`config.mk`:
```
export PLATFORM = sky130hd
export DESIGN_NAME = uart_packet_assembler
export DESIGN_NICKNAME = d
export VERILOG_FILES = /design/src/rtl/uart_packet_assembler.sv
export SDC_FILE = /design/constraint.sdc
export NUM_CORES = 1
export LEC_CHECK = 0
export ABC_CLOCK_PERIOD_IN_PS = 6600
export CORE_MARGIN = 2
export CORE_UTILIZATION = 55
export CTS_CLUSTER_DIAMETER = 40
export DETAILED_ROUTE_END_ITERATION = 10
export GPL_TIMING_DRIVEN = 0
export MAX_ROUTING_LAYER = met4
export PLACE_DENSITY = 0.78
export SYNTH_ARGS = -nofsm -noshare
export SYNTH_HDL_FRONTEND = slang
export SYNTH_SLANG_ARGS = --single-unit
```
`constraint.sdc`:
```
create_clock -name clk -period 6.6 [get_ports clk]
set_input_delay 0.99 -clock clk [delete_from_list [all_inputs] [get_ports clk]]
set_output_delay 0.99 -clock clk [all_outputs]
set_load 0.03 [all_outputs]
```
`src/rtl/uart_packet_assembler.sv`:
```
// rtl/uart_packet_assembler.sv - assembles MSB-first UART bytes into {HEADER, loc, data, footer} packets
// and writes each validated packet into the input-image RAM.
module uart_packet_assembler #(
  parameter int          LOC_W       = 10,
  parameter int          DATA_W      = 8,
  parameter logic [2:0]  HEADER      = 3'b101,
  parameter int          NUM_WORDS   = 785,
  parameter int          TIMEOUT_CYC = 4096,
  parameter int          CNT_W       = 16
) (
  input  logic              clk,
  input  logic              rst,
  input  logic              clear,
  input  logic              in_valid,
  input  logic [7:0]        in_byte,
  output logic              wr_en,
  output logic [LOC_W-1:0]  wr_addr,
  output logic [DATA_W-1:0] wr_data,
  output logic [CNT_W-1:0]  pkt_count,
  output logic [CNT_W-1:0]  err_hdr_cnt,
  output logic [CNT_W-1:0]  err_ftr_cnt,
  output logic [CNT_W-1:0]  err_rng_cnt,
  output logic [CNT_W-1:0]  err_to_cnt,
  output logic              err_pulse,
  output logic              busy,
  output logic              frame_done
);

  localparam int PKT_W = 6 + LOC_W + DATA_W;
  localparam int NB    = PKT_W / 8;
  localparam int IDX_W = $clog2(NB + 1);
  localparam int TMR_W = $clog2(TIMEOUT_CYC + 1);
  localparam logic [IDX_W-1:0] IDX_LAST    = IDX_W'(NB - 1);
  localparam logic [TMR_W-1:0] TMR_LAST    = TMR_W'(TIMEOUT_CYC - 1);
  localparam logic [CNT_W-1:0] CNT_LAST    = CNT_W'(NUM_WORDS - 1);
  localparam logic [31:0]      NUM_WORDS_U = NUM_WORDS;

  if (PKT_W % 8 != 0) begin : g_pkt_w_check
    $error("uart_packet_assembler: PKT_W must be a multiple of 8");
  end

  typedef enum logic [1:0] {IDLE, COLLECT, CHECK, DONE} state_t;

  state_t             state, state_nx;
  logic [PKT_W-1:0]   sr;
  logic [IDX_W-1:0]   idx;
  logic [TMR_W-1:0]   tmr;
  logic               err_pend;

  logic               take_first, shift_en, tmr_inc;
  logic               hdr_err, to_err, ftr_err, rng_err, good_wr;

  logic [2:0]         pkt_hdr;
  logic [LOC_W-1:0]   pkt_loc;
  logic [DATA_W-1:0]  pkt_data;
  logic [2:0]         pkt_ftr;

  assign pkt_hdr  = sr[PKT_W-1 -: 3];
  assign pkt_loc  = sr[PKT_W-4 -: LOC_W];
  assign pkt_data = sr[DATA_W+2 -: DATA_W];
  assign pkt_ftr  = sr[2:0];

  function automatic logic [2:0] calc_ftr(input logic [LOC_W-1:0] l, input logic [DATA_W-1:0] d);
    calc_ftr = {^d, ^l, ^{d[DATA_W-1:DATA_W/2], l[LOC_W-1:LOC_W/2]}};
  endfunction

  function automatic logic [CNT_W-1:0] sat_inc(input logic [CNT_W-1:0] v);
    sat_inc = (&v) ? v : v + CNT_W'(1);
  endfunction

  always_ff @(posedge clk or negedge rst) begin
    if (!rst) state <= IDLE;
    else      state <= state_nx;
  end

  always_comb begin
    state_nx   = state;
    take_first = 1'b0;
    shift_en   = 1'b0;
    tmr_inc    = 1'b0;
    hdr_err    = 1'b0;
    to_err     = 1'b0;
    ftr_err    = 1'b0;
    rng_err    = 1'b0;
    good_wr    = 1'b0;
    case (state)
      IDLE: begin
        if (in_valid) begin
          if (in_byte[7:5] == HEADER) begin
            take_first = 1'b1;
            state_nx   = COLLECT;
          end else begin
            hdr_err = 1'b1;
          end
        end
      end
      COLLECT: begin
        if (in_valid) begin
          shift_en = 1'b1;
          if (idx == IDX_LAST) state_nx = CHECK;
        end else if (tmr == TMR_LAST) begin
          to_err   = 1'b1;
          state_nx = IDLE;
        end else begin
          tmr_inc = 1'b1;
        end
      end
      CHECK: begin
        if (pkt_hdr != HEADER || pkt_ftr != calc_ftr(pkt_loc, pkt_data)) ftr_err = 1'b1;
        else if (32'(pkt_loc) >= NUM_WORDS_U)                               rng_err = 1'b1;
        else                                                                good_wr = 1'b1;
        // A frame that completes here swallows any byte arriving in the same cycle.
        if (good_wr && pkt_count == CNT_LAST) begin
          state_nx = DONE;
        end else begin
          state_nx = IDLE;
          if (in_valid) begin
            if (in_byte[7:5] == HEADER) begin
              take_first = 1'b1;
              state_nx   = COLLECT;
            end else begin
              hdr_err = 1'b1;
            end
          end
        end
      end
      DONE: state_nx = DONE;
      default: state_nx = IDLE;
    endcase
    if (clear) state_nx = IDLE;
  end

  always_ff @(posedge clk or negedge rst) begin
    if (!rst) begin
      sr          <= '0;
      idx         <= '0;
      tmr         <= '0;
      err_pend    <= 1'b0;
      wr_en       <= 1'b0;
      wr_addr     <= '0;
      wr_data     <= '0;
      pkt_count   <= '0;
      err_hdr_cnt <= '0;
      err_ftr_cnt <= '0;
      err_rng_cnt <= '0;
      err_to_cnt  <= '0;
      err_pulse   <= 1'b0;
    end else begin
      wr_en     <= 1'b0;
      err_pulse <= 1'b0;
      if (clear) begin
        idx         <= '0;
        tmr         <= '0;
        err_pend    <= 1'b0;
        pkt_count   <= '0;
        err_hdr_cnt <= '0;
        err_ftr_cnt <= '0;
        err_rng_cnt <= '0;
        err_to_cnt  <= '0;
      end else begin
        if (take_first) begin
          sr  <= PKT_W'(in_byte);
          idx <= IDX_W'(1);
          tmr <= '0;
        end else if (shift_en) begin
          sr  <= PKT_W'({sr, in_byte});
          idx <= (idx == IDX_LAST) ? '0 : idx + IDX_W'(1);
          tmr <= '0;
        end else if (to_err) begin
          idx <= '0;
          tmr <= '0;
        end else if (tmr_inc) begin
          tmr <= tmr + TMR_W'(1);
        end
        if (hdr_err) err_hdr_cnt <= sat_inc(err_hdr_cnt);
        if (to_err)  err_to_cnt  <= sat_inc(err_to_cnt);
        if (ftr_err) err_ftr_cnt <= sat_inc(err_ftr_cnt);
        if (rng_err) err_rng_cnt <= sat_inc(err_rng_cnt);
        // A bad first byte landing on a good write is deferred one cycle so strobes never overlap.
        if (good_wr) begin
          wr_en     <= 1'b1;
          wr_addr   <= pkt_loc;
          wr_data   <= pkt_data;
          pkt_count <= sat_inc(pkt_count);
          err_pend  <= hdr_err;
        end else begin
          err_pulse <= hdr_err | to_err | ftr_err | rng_err | err_pend;
          err_pend  <= 1'b0;
        end
      end
    end
  end

  assign busy       = (state == COLLECT) || (state == CHECK);
  assign frame_done = (state == DONE);

endmodule

```
Word level (Yosys, flattened, before mapping)

Index checks and enable logic that the tools add are counted.

Output and inout bits: 102
Register bits: 142
Word-level logic and storage cells: 141
Input bits: 12

Mux-type cells: 68
Bitwise logic cells: 5
Add/sub/neg operators: 7
Magnitude comparators: 1
Reduce and logical (&&, ||, !) cells: 28
Equal/unequal tests: 18

Operators by type and width:

| cell                                                              | number |
|---|---|
| 16-bit two-way mux                                                | 15 |
| 16-bit by 1-bit adder with 16-bit output, second input constant   | 5 |
| 16-bit AND reduction                                              | 5 |
| 13-bit two-way mux                                                | 5 |
| 24-bit two-way mux                                                | 2 |
| 1-bit two-way mux                                                 | 31 |
| 2-bit two-way mux                                                 | 12 |
| 16-bit by 10-bit == test with 1-bit output, second input constant | 1 |
| 2-bit AND reduction                                               | 7 |
| 13-bit by 1-bit adder with 13-bit output, second input constant   | 1 |
| 13-bit by 12-bit == test with 1-bit output, second input constant | 1 |
| 2-bit nonzero test                                                | 6 |
| 10-bit >= comparator, second input constant                       | 1 |
| 2-bit != test, second input constant                              | 5 |
| 10-bit XOR reduction                                              | 1 |
| 3-bit != test, second input constant                              | 3 |
| 9-bit XOR reduction                                               | 1 |
| 4-bit != test, second input constant                              | 2 |
| 2-bit one-hot mux with 4 select lines                             | 1 |
| 8-bit XOR reduction                                               | 1 |
| 2-bit == test, second input constant                              | 3 |
| 5-bit nonzero test                                                | 1 |
| 1-bit OR                                                          | 4 |
| 1-bit one-hot mux with 2 select lines                             | 2 |
| other kinds (10)                                                  | 11 |

Depth between registers and ports, before layout

Depth in word-level cells: 14
Gate-level depth with buffers: 10
Gate-level depth less buffers: 8

Worst setup path after synthesis

No wires, ideal clock.

Kind: input port to flip-flop
From: in in_byte[6]
To: reg sr[2]
Arrival: 2,457 ps
Buffers on the path: 2
Required time: 6,473 ps
Library setup time: 127 ps
Stages on the path: 7
Setup slack: 4,016 ps
Cell sequence: and3b_1 > and2_1 > and2_1 > buf_1 > a31oi_4 > buf_4 > mux2_1

Longest elaborated chain between the ends: 7
Elaborated cells on any way between the ends: 8

RTL lines:

| element                                 | line    | text |
|---|---|---|
| start, declared                         | 15      | `input logic [7:0] in_byte,` |
| 3-bit == test *                         | 89, 118 |  |
| 1-bit two-way mux *                     | 89, 118 |  |
| 1-bit two-way mux *                     | 88      | `if (in_valid) begin` |
| 1-bit two-way mux                       | 113     | `if (good_wr && pkt_count == CNT_LAST) begin` |
| 1-bit one-hot mux with 2 select lines * | 86      | `case (state)` |
| 2-bit nonzero test (no source line)     | n/a     |  |
| 2-bit AND reduction (no source line)    | n/a     |  |
| end signal, assigned                    | 162     | `sr <= PKT_W'(in_byte);` |
| end signal, assigned                    | 166     | `sr <= PKT_W'({sr, in_byte});` |
| end, declared                           | 45      | `logic [PKT_W-1:0] sr;` |

Mark *: on every way between the ends. The rest lies on a longest branch, timed or not.
A chain may end at the register's enable or synchronous reset.

Worst setup path after layout

From: in in_byte[6]
To: reg err_hdr_cnt[14]

Longest elaborated chain between the ends: 7

RTL lines:

| element                                 | line    | text |
|---|---|---|
| 3-bit == test *                         | 89, 118 |  |
| 1-bit two-way mux *                     | 89, 118 |  |
| 1-bit two-way mux *                     | 88      |  |
| 1-bit two-way mux                       | 113     |  |
| 1-bit one-hot mux with 2 select lines * | 86      |  |
| 2-bit nonzero test (no source line) *   | n/a     |  |
| 2-bit AND reduction (no source line) *  | n/a     |  |
| end signal, assigned                    | 175     | `if (hdr_err) err_hdr_cnt <= sat_inc(err_hdr_cnt);` |
| end, declared                           | 20      | `output logic [CNT_W-1:0] err_hdr_cnt,` |

Marked as above.

==> metrics.md <==
| Metric | Value |
|---|---|
| Syn Nets | `799` |
| Type of the tightest min-delay check | `flop to flop` |
| Wire length of the first global-routing pass | `33400 um` |
| Sort of element at the start of the critical path | `primary input` |
| Delay-heaviest family, CP | `buffers and inverters` |
| Critical path depth in cells | `9` |
| Critical path cell sequence | `clkdlybuf4s50_1 > and3b_1 > nor2_1 > o21ai_0 > a41o_1 > clkbuf_1 > clkbuf_1 > o31ai_1 > a21oi_1` |
| Commonest non-fill, non-tap cell in the layout | `dfrtp_1` |
| Transition time at the pin with the least slew margin | `0.750 ns` |
| Drt total wl | `20100 um` |
| Detailed-route wire length per cell | `approximately 18 um` |
| Initial antenna violation count | `0` |
| Post-Syn Area per Cell | `~10 um^2` |
| Die extent in y | `123 um` |
| I/O pin cnt | `between 100 and 150` |
| Power consumption | `2830 uW` |
| ANT nets after route | `0` |
| Placed cells | `between 1000 and 1500` |
| CP Capture Type | `flop` |
| Post-detailed-placement cell area | `9130 um^2` |
| Area of all placed cells without fillers | `9680 um^2` |
| Setup violation total in the final timing report | `0` |
| Result of the run | `complete, no violations` |
| R2r endpoint | `sr[2]` |
| Maximum clock rate | `331 MHz` |
| Worst-case clock skew | `0.00762 ns` |
| Portion of total power attributed to the clock network | `31.7%` |
| Number of hold buffers added after cts | `0` |
| Effective utilization at floorplan | `~56%` |
| Half-perimeter wire length of the detailed placement result | `14200 um` |
| Unrepaired setup endpoints after global routing | `no` |
| 1st-iter DRT viols | `613` |
| Number of cell rows | `43` |
| Longest individual stage delay on the worst path | `0.50 ns` |
| Synthesized netlist cell count | `about 770` |
| Final Cycle Share | `between 40% and 50%` |
| Flops & latches, synth | `approximately 140` |
| Global routing usage summed across all routing layers | `29.0%` |
| Antenna Cells | `0` |
| Placeable core region | `between 10000 and 15000 um^2` |
| Port bufs | `113` |
| TritonCTS clock tree | `built` |
| Clock H-tree levels | `4` |
| Setup crit start | `in_byte[6]` |
| Max-cap viol count | `0` |
| Maximum buffer depth of the clock tree | `2` |
| Switching share of power | `34.7%` |
| Fin. Hold Viols | `0` |
| Clock-pin slew on the worst setup and hold paths | `0.06 ns` |
| Yosys cell types | `70` |
| Worst reg2reg path depth | `9` |
| First-pass detailed-route iteration total | `5` |
| Worst slew margin relative to its limit | `49.2%` |
| FF-to-FF Start | `sr[16]` |
| Final instance count without filler cells | `between 1000 and 1500` |
| Largest vdd supply drop | `about 0.19 mV` |
| Library cell used as clock root buffer | `clkbuf_16` |
| Endpoint of the most critical setup path | `err_hdr_cnt[14]` |
| Fraction of final layout cells with drive strength greater than 1 | `9.74%` |
| Ys async rst share | `100%` |
| CP most frequent cell | `clkbuf_1` |
| CP arrival | `3.30 ns` |
| WS Path Type | `primary input to flop` |
| Share of the yosys chip area belonging to registers | `45.9%` |
| Weighted congestion at the end of routability-driven global placement | `0.925` |
| Post-CTS setup buffer count | `0` |
| CTS sink cnt | `~140` |
| Net Switching | `between 900 and 1000 uW` |
| Overflow left after global routing | `0` |
| Post-DR vias/cell | `just over 6` |
| Maximum number of pins on one net before global-route repair | `84` |
| Static leakage power | `0.00386 uW` |
| Number of CTS-inserted buffers | `17` |
| Internal power consumption | `1850 uW` |
| Area added between synthesis and finish | `25.0%` |
| Seq pwr share | `37.0%` |
| Insertion delay of the later-clocked pin in the worst-skew pair | `around 0.42 ns` |
| Die Outline Area | `approximately 15000 um^2` |
| Number of instances resized during post-cts repair | `0` |
| Commonest non-fill, non-tap cells in the layout | `dfrtp_1, clkdlybuf4s50_1, nand2_1, a21oi_1, nor2_1` |
| Remaining DRCs | `0` |
| CP Buf/Inv Count | `3` |
| Width of the chip | `123 um` |
| Worst EP required | `~7 ns` |
| Post-layout min period | `3.02 ns` |
| Logic pwr share | `31.3%` |
| Syn Std Cell Area | `7740 um^2` |
| Count of synthesis-stage warnings from yosys | `0` |
| Count of vias placed by the detailed router | `roughly 6700` |
| Via count of the first global-routing pass | `6649` |
| Number of flops mapped to enable cells by yosys | `0` |
| Crit-path max FO | `10` |
| Cell with the largest stage delay on the worst path | `clkdlybuf4s50_1` |
| Accumulated negative setup slack | `0 ns` |
| Most used DFF post-synth | `dfrtp_1` |
| Register-to-register setup slack | `around 3.8 ns` |
| Slew Viols, Final | `0` |
| Final #Nets | `932` |
| Pwr dens | `between 200 and 300 nW/um^2` |
-- cells by family (layout without fill, tap and decap cells) --
logic type,after synthesis,in the layout,synth area share [%]
AND/OR/NAND/NOR,298,298,21.3
AO/OA/AOI/OAI,164,164,15.0
flip-flops,142,142,45.9
buffers and inverters,67,213,3.80
XOR/XNOR,42,42,5.80
multiplexers,36,36,5.15
adder cells (fa/ha/maj),19,19,3.07
-- worst min-delay path by stage --
stage	startpoint	end	cells after the start
5_1_grt	wr_data[2]	wr_data[2]	1
4_1_cts	wr_data[6]	wr_data[6]	1
3_3_place_gp	sr[22]	sr[22]	1
6_report	wr_data[6]	wr_data[6]	1
2_1_floorplan	sr[23]	sr[23]	1
3_5_place_dp	sr[21]	sr[21]	1
-- synth_stat cells, types with 19 or more instances --
| cell | n | share of area (%) |
|---|---|---|
| a21oi_1 | 52 | 3.4 |
| clkbuf_1 | 24 | 1.2 |
| dfrtp_1 | 142 | 46 |
| ha_1 | 19 | 3.1 |
| inv_1 | 28 | 1.4 |
| mux2_2 | 27 | 3.9 |
| nand2_1 | 53 | 2.6 |
| nand3_1 | 44 | 2.8 |
| nor2_1 | 49 | 2.4 |
| o21ai_0 | 23 | 1.5 |
| o31ai_1 | 29 | 2.8 |
| or3_1 | 19 | 1.5 |
| or4_1 | 33 | 3.2 |
| xnor2_1 | 30 | 3.4 |
-- per-stage QoR --
stage	setup slack [ns]	util [%]	hold slack (ns)
after floorplan	4.02	-	0.465
after global placement	-1.06	65.8	0.484
after detailed placement	3.23	66.0	0.492
after CTS	3.62	70.0	0.507
after global routing	3.38	70.0	0.526
final	3.58	70.0	0.505
-- per-layer routing --
layer | GRT usage [%] | routed length, um | share of wire (%)
met1 | 37.3 | 8740 | 43
met2 | 45.1 | 10000 | 50
met3 | 6.13 | 968 | 4.8
met4 | 10.8 | 403 | 2.0
met5 | - | 0 | 0
-- power groups by stage --
stage	logic (uW)	clock network [uW]	registers, uW
after global placement	849	0	1060
after global routing	963	951	1060
after floorplan	693	0	1040
final	888	897	1050
after detailed placement	881	0	1060
after CTS	893	912	1050
-- worst register-to-register path, cell delays in order (launching register included) --
cell and delay (ns):
dfrtp_1 0.47, inv_1 0.08, ha_1 0.30, xnor2_1 0.23, xnor3_1 0.30, nand2_1 0.15, a211o_4 0.40, a31oi_4 0.24
buf_4 0.22, mux2_1 0.34
-- state kept, by name, indices dropped and copies added, names as in the netlist, 8 cells and up --
| signal | flops |
|---|---|
| sr | 24 |
| err_hdr_cnt | 16 |
| pkt_count | 16 |
| err_to_cnt | 16 |
| wr_addr | 10 |
| err_ftr_cnt | 16 |
| err_rng_cnt | 16 |
| wr_data | 8 |
| tmr | 13 |
-- area by class of cell --
type | count | area [um^2]
fillers | 1043 | 4150
plain buffers | 39 | 189
inverters | 28 | 105
clock inverters | 12 | 114
flip-flops and latches | 142 | 3550
clock buffers | 20 | 437
well taps | 180 | 225
multi-input cells | 559 | 3900
repair buffers | 114 | 1160
Power figures use the tool's default switching activity.
